==> config.mk <==
export PLATFORM = sky130hd
export DESIGN_NAME = conv_1st_sched
export DESIGN_NICKNAME = d
export VERILOG_FILES = /design/src/rtl/conv_1st_sched.sv
export SDC_FILE = /design/constraint.sdc
export NUM_CORES = 1
export LEC_CHECK = 0
export CAP_MARGIN = 20
export CELL_PAD_IN_SITES_DETAIL_PLACEMENT = 0
export CELL_PAD_IN_SITES_GLOBAL_PLACEMENT = 1
export CORE_AREA = 2 2 304 306
export DETAILED_ROUTE_END_ITERATION = 8
export DIE_AREA = 0 0 306 308
export DONT_BUFFER_PORTS = 1
export PLACE_DENSITY = 0.34
export SYNTH_ARGS = -nofsm -noshare
export SYNTH_HDL_FRONTEND = slang
export SYNTH_SLANG_ARGS = --single-unit
==> constraint.sdc <==
create_clock -name clk -period 2.5 [get_ports clk]
set_input_delay 0.375 -clock clk [delete_from_list [all_inputs] [get_ports clk]]
set_output_delay 0.375 -clock clk [all_outputs]
set_load 0.02 [all_outputs]
==> src/rtl/conv_1st_sched.sv <==
// Frame sequencer for the first-layer conv engine: loads bias and image
// buffers from valid/ready streams, starts the engine, forwards and counts
// its output beats, and reports frame completion or timeout.
module conv_1st_sched #(
  parameter int unsigned IMG_WORDS  = 75,
  parameter int unsigned BIAS_WORDS = 34,
  parameter int unsigned OUT_BEATS  = 32,
  parameter int unsigned TIMEOUT    = 4095
) (
  input  logic         clk,
  input  logic         rst,
  input  logic         frame_req,
  input  logic         bias_reload,
  output logic         frame_busy,
  output logic         frame_done,
  output logic         err_timeout,
  input  logic         bias_valid,
  input  logic [15:0]  bias_data,
  output logic         bias_ready,
  input  logic         pix_valid,
  input  logic [31:0]  pix_data,
  output logic         pix_ready,
  output logic [39:0]  scan_o,
  output logic [23:0]  bias_o,
  output logic         sta_o,
  input  logic         conv_valid_i,
  input  logic [319:0] conv_data_i,
  output logic         out_valid,
  output logic [319:0] out_data,
  output logic [5:0]   beat_cnt
);

  localparam int unsigned WCNT_W = 7;
  localparam int unsigned BEAT_W = 6;
  localparam int unsigned RUN_W  = 12;

  // Idle pointers sit outside both engine buffers, so no write happens.
  localparam logic [23:0] BIAS_IDLE = {16'h0000, 2'b00, 6'h3F};
  localparam logic [39:0] SCAN_IDLE = {32'h0000_0000, 1'b0, 7'h7F};

  typedef enum logic [2:0] {
    IDLE      = 3'd0,
    LOAD_BIAS = 3'd1,
    LOAD_IMG  = 3'd2,
    RUN       = 3'd3,
    DONE      = 3'd4
  } state_t;

  state_t              state;
  state_t              state_nx;
  logic [WCNT_W-1:0]   word_cnt;
  logic [RUN_W-1:0]    run_cnt;
  logic                accept;
  logic                bias_hs;
  logic                pix_hs;
  logic                beat_hs;
  logic                last_beat;
  logic                timeout_hit;

  // Next-state decode and handshake qualification.
  always_comb begin
    state_nx    = state;
    accept      = 1'b0;
    bias_hs     = bias_valid & bias_ready;
    pix_hs      = pix_valid & pix_ready;
    beat_hs     = (state == RUN) && conv_valid_i;
    last_beat   = beat_hs && (beat_cnt == BEAT_W'(OUT_BEATS - 1));
    timeout_hit = (state == RUN) && (run_cnt >= RUN_W'(TIMEOUT - 1));
    case (state)
      IDLE: begin
        if (frame_req) begin
          accept   = 1'b1;
          state_nx = bias_reload ? LOAD_BIAS : LOAD_IMG;
        end
      end
      LOAD_BIAS: begin
        if (bias_hs && (word_cnt == WCNT_W'(BIAS_WORDS - 1))) state_nx = LOAD_IMG;
      end
      LOAD_IMG: begin
        if (pix_hs && (word_cnt == WCNT_W'(IMG_WORDS - 1))) state_nx = RUN;
      end
      RUN: begin
        if (last_beat || timeout_hit) state_nx = DONE;
      end
      DONE:    state_nx = IDLE;
      default: state_nx = IDLE;
    endcase
  end

  // State register.
  always_ff @(posedge clk) begin
    if (rst) state <= IDLE;
    else     state <= state_nx;
  end

  // Registered status and stream-ready outputs follow the next state.
  always_ff @(posedge clk) begin
    if (rst) begin
      frame_busy <= 1'b0;
      frame_done <= 1'b0;
      sta_o      <= 1'b0;
      bias_ready <= 1'b0;
      pix_ready  <= 1'b0;
    end else begin
      frame_busy <= (state_nx != IDLE);
      frame_done <= (state_nx == DONE);
      sta_o      <= (state_nx == RUN);
      bias_ready <= (state_nx == LOAD_BIAS);
      pix_ready  <= (state_nx == LOAD_IMG);
    end
  end

  // Buffer write ports: one registered write per handshake, idle pointer otherwise.
  always_ff @(posedge clk) begin
    if (rst) begin
      bias_o <= BIAS_IDLE;
      scan_o <= SCAN_IDLE;
    end else begin
      bias_o <= bias_hs ? {bias_data, 2'b00, 6'(word_cnt)} : BIAS_IDLE;
      scan_o <= pix_hs ? {pix_data, 1'b0, word_cnt} : SCAN_IDLE;
    end
  end

  // Word counter: restarts on frame accept and at the end of each load phase.
  always_ff @(posedge clk) begin
    if (rst) begin
      word_cnt <= '0;
    end else if (accept) begin
      word_cnt <= '0;
    end else if (bias_hs || pix_hs) begin
      word_cnt <= (state_nx != state) ? '0 : word_cnt + WCNT_W'(1);
    end
  end

  // Output forwarding, beat counting and the RUN watchdog.
  always_ff @(posedge clk) begin
    if (rst) begin
      out_valid   <= 1'b0;
      out_data    <= '0;
      beat_cnt    <= '0;
      run_cnt     <= '0;
      err_timeout <= 1'b0;
    end else begin
      out_valid <= beat_hs;
      if (beat_hs) out_data <= conv_data_i;

      if (accept)                         beat_cnt <= '0;
      else if (beat_hs && (&beat_cnt == 1'b0)) beat_cnt <= beat_cnt + BEAT_W'(1);

      if (state != RUN)               run_cnt <= '0;
      else if (&run_cnt == 1'b0)      run_cnt <= run_cnt + RUN_W'(1);

      if (accept)                           err_timeout <= 1'b0;
      else if (timeout_hit && !last_beat)   err_timeout <= 1'b1;
    end
  end

endmodule

==> flow_summary_export.csv, run 1 <==
group,metric,value,unit
run_status,outcome,"stopped before the end",
run_status,stop_stage,"clock tree synthesis",
run_status,error,"[ERROR RSZ-0060] Max buffer count reached.",
place,io_buffers,0,
cts,htreeDepth,2,
synth,netlist.area_leader.share,58.6,%
synth,syn_area_per_cell,8.33,um^2
die,initial_core_util,15.6,%
synth,syn_area,14200,um^2
synth,synth_area_leader_cell,"dfxtp_1",
cts,cts_made_buffers,53,
cts,numClockSinks,416,
synth,yosys_warnings,0,
cts,holdBufCountCts,580,
die,rows,111,
cts,post_cts_resized,0,
synth,synth.area.top_cells,"dfxtp_1 (59%), nand2_1 (17%), a21oi_1 (11%)",
synth,synthCells,1706,
synth,synth.yosys.seq_area_share,58.6,%
die,die_w,306,um
place,hpwlAfterDp,40.5,mm
synth,synth_edf_count,0,
place,place.gp.congestion,0.751,
synth,async_flop_share,0,%
synth,synth_ff_type,"dfxtp_1",
synth,ys_types,49,
cts,cts_setup_buffers,0,
cts,clockRootBuffer,"clkbuf_16",
die,io_pins,772,
die,die_h,308,um
synth,synth-seq-cells,416,
cts,clk_path_buf_depth,3,
logic make-up after synthesis:
kind of cell | after synthesis | share of synthesized area [%]
xor+xnor | 12 | 0.740
buf+inv | 131 | 3.83
compound gates | 351 | 13.0
flops | 416 | 58.6
other cells | 1 | 0.0264
simple gates | 788 | 23.2
fa+ha+maj | 6 | 0.528
mux | 1 | 0.0705
cells in the mapped netlist, drive strengths merged, types with 2 or more instances:
| library cell | instances |
|---|---|
| nand2 | 655 |
| nand2b | 2 |
| nand3 | 4 |
| nor4 | 4 |
| and3 | 8 |
| dfxtp | 416 |
| xnor2 | 5 |
| nand4 | 5 |
| or3 | 10 |
| nor2 | 28 |
| inv | 10 |
| xor2 | 7 |
| o31ai | 2 |
| clkbuf | 85 |
| buf | 36 |
| nor3 | 4 |
| and2 | 50 |
| a21oi | 326 |
| a31oi | 4 |
| ha | 6 |
| or2 | 3 |
| o21ai | 2 |
| o41ai | 5 |
| nand3b | 3 |
| a32oi | 5 |
| nor2b | 4 |
per-stage QoR:
step	worst slack [ps]	hold WS (ps)	utilization, %	cells	area (um^2)
after floorplan	636	457	-	1708	14200
after global placement	570	495	17.0	2798	15500
after detailed placement	536	495	17.0	2798	15500
==> inputs of run 2 (changes only) <==
Settings changed: CELL_PAD_IN_SITES_DETAIL_PLACEMENT 0 to unset, CELL_PAD_IN_SITES_GLOBAL_PLACEMENT 1 to unset, CORE_AREA 2 2 304 306 to 2 2 297 299, DIE_AREA 0 0 306 308 to 0 0 299 301, PLACE_DENSITY 0.34 to unset, PLACE_DENSITY_LB_ADDON set to 0.15.
==> run 2 against run 1 <==
The flow now finishes without violations. Synthesized area unchanged. Synthesized cell count unchanged.
==> flow_summary_export.csv, run 2 <==
group,metric,value,unit
run_status,outcome,"finished clean",
timing,post-route-min-period,2390,ps
synth,syn_area,14200,um^2
die,die_h,301,um
timing,finalSetupTns,0,ps
cts,cts.clk_slew.worst_paths,60,ps
synth,yosys_warnings,0,
synth,syn_area_per_cell,8.33,um^2
layout,seq_area,8330,um^2
route,drc_errors,0,
worst_setup_path,cp_max_fo,43,
grt,grt_pass1_vias,14300,
layout,nNetsFinal,2616,
synth,netlist.area_leader.share,58.6,%
synth,synth-seq-cells,416,
power_and_ir_drop,leakage,8.58,nW
route,routed.top_layer,"met5",
route,route.vias.total,13800,
run,cap_violations,0,
worst_setup_path,required,3010,ps
worst_setup_path,cp.arrival,2890,ps
synth,synth_ff_type,"dfxtp_1",
timing,fmax,419,MHz
timing,relSlewSlack,49.5,%
worst_setup_path,cp_cell_sequence,"nand3b_1 > nor2_4 > buf_12 > buf_16 > nand2_1 > a21oi_1 > dlygate4sd3_1",
worst_setup_path,critical_path.slowest_cell,"dlygate4sd3_1",
route,drtIter0Drc,679,
synth,synth_area_leader_cell,"dfxtp_1",
synth,async_flop_share,0,%
timing,worst_pin_slew,752,ps
cts,tritoncts,"built",
worst_setup_path,crit_family,"buffers and inverters",
layout,nFillCells,9284,
cts,numClockSinks,416,
timing,hold_viol,0,
worst_setup_path,criticalPathCategory,"register to register",
timing,rsz0062_at_grt,"false",
worst_setup_path,startpoint_type,"register",
cts,clk_path_buf_depth,3,
die,core,86500,um^2
layout,final_common_cell,"nand2_1",
place,place_area,15600,um^2
layout,regMostFlops,"out_data",
die,rows,108,
worst_setup_path,crit_buf_inv,3,
route,route.met3.wl,5.15,mm
power_and_ir_drop,p_per_area,664,nW/um^2
cts,insertion_delay,580,ps
route,met2_length,29.5,mm
route,dr.pass1.iters,7,
synth,synth.area.top_cells,"dfxtp_1 (59%), nand2_1 (17%), a21oi_1 (11%)",
layout,mostFrequentLayoutCells,"nand2_1 (655), dlygate4sd3_1 (550), dfxtp_1 (413)",
route,routed_via_density,4.02,
synth,synth_common_cells,"nand2_1 (655), dfxtp_1 (416), a21oi_1 (326)",
layout,drive_above_1_share,6.38,%
route,wl_per_cell,17.3,um
die,initial_core_util,16.4,%
power_and_ir_drop,peakVddDrop,0.000439,V
die,die_w,299,um
layout,multi_input_area,5360,um^2
cts,clockRootBuffer,"clkbuf_16",
worst_setup_path,cpPeakStageDelay,600,ps
timing,setup_viol,0,
synth,ys_types,49,
timing,fin_worst_skew,14.5,ps
die,io_pins,772,
synth,synthCells,1706,
layout,top_regs,"out_data: 320 flops, scan_o: 39 flops, bias_o: 22 flops",
place,io_buffers,0,
timing,period_share,95.4,%
layout,final_cell_area,23000,um^2
route,met1_length,21.7,mm
cts,cts_made_buffers,48,
route,ant_nets,0,
grt,grt.total_usage,12.1,%
grt,gr-total-overflow,0,
layout,largest_reg_flops,320,
cts,htreeDepth,2,
die,die_area,90000,um^2
place,preCtsSetupSlack,513,ps
place,place.gp.congestion,0.814,
timing,setup_slack,115,ps
synth,synth_edf_count,0,
grt,grt_pass1_wl,85.4,mm
synth,yosys.cell_count.top_type,"nand2_1",
layout,area_growth,61.7,%
grt,grt_max_degree,226,
timing,fin_hold_ws,39.6,ps
route,drt-total-wl,59.3,mm
synth,synth.yosys.seq_area_share,58.6,%
worst_setup_path,cp-end-kind,"register",
grt,grt_antenna_before_repair,5,
timing,final-max-slew-violation-count,0,
hold_path,min_path_type,"input pin to register",
place,hpwlAfterDp,38.0,mm
run 2: cell counts after synthesis:
Identical to the previous run, type by type.
run 2: area by class of cell:
class	count	area share [%]
timing repair buffer	598	26.5
clock inverter	15	1.06
antenna	1	0.0109
tap	1155	6.29
inverter	10	0.163
clock buffer	72	6.37
multi-input combinational	1161	23.3
sequential	416	36.3
run 2: logic make-up (layout without fill, tap and decap cells):
logic type	count (synthesis)	after routing	share of synthesized area, %
flops	416	416	58.6
buf+inv	131	695	3.83
simple gates	788	788	23.2
compound gates	351	351	13.0
fa+ha+maj	6	6	0.528
xor+xnor	12	12	0.740
other cells	1	4	0.0264
mux	1	1	0.0705
run 2: per-layer routing:
metal | GRT usage, % | vias to the layer above
met5 | 0 | -
met4 | 6.04 | 4
met3 | 3.89 | 137
met2 | 21.9 | 628
met1 | 12.6 | 6437
li1 | - | 6577
run 2: path summary, 6_finish.rpt:
kind | start | end | slack (ps) | cells after the start
hold reg to reg | word_cnt[1] | word_cnt[1] | 520 | 2
setup reg to reg | state[2] | out_data[44] | 110 | 7
hold / removal | conv_data_i[162] | out_data[162] | 40 | 2
setup / recovery | state[2] | out_data[44] | 110 | 7
run 2: where the power goes:
group	total, W	switching, W	internal, W
clock	0.00757	0.00293	0.00465
sequential	0.00688	0.000164	0.00671
combinational	0.000814	0.000313	0.000501
run 2: stage by stage:
step	utilization (%)	instances	total power, W
CTS	26.4	3417	0.0156
finish	26.6	3428	0.0153
global placement	18.0	2779	0.00728
detailed placement	18.0	2779	0.00728
floorplan	-	1708	0.00724
global route	26.6	3428	0.0159
run 2: what timing repair did:
action | CTS | global route
endpoints found under the setup margin | 0 | 115
hold buffers | 551 | 1
gates resized for setup | 0 | 6
hold endpoints to repair | 384 | 1
buffers inserted | 0 | 6
(Power assumes the default switching activity.)
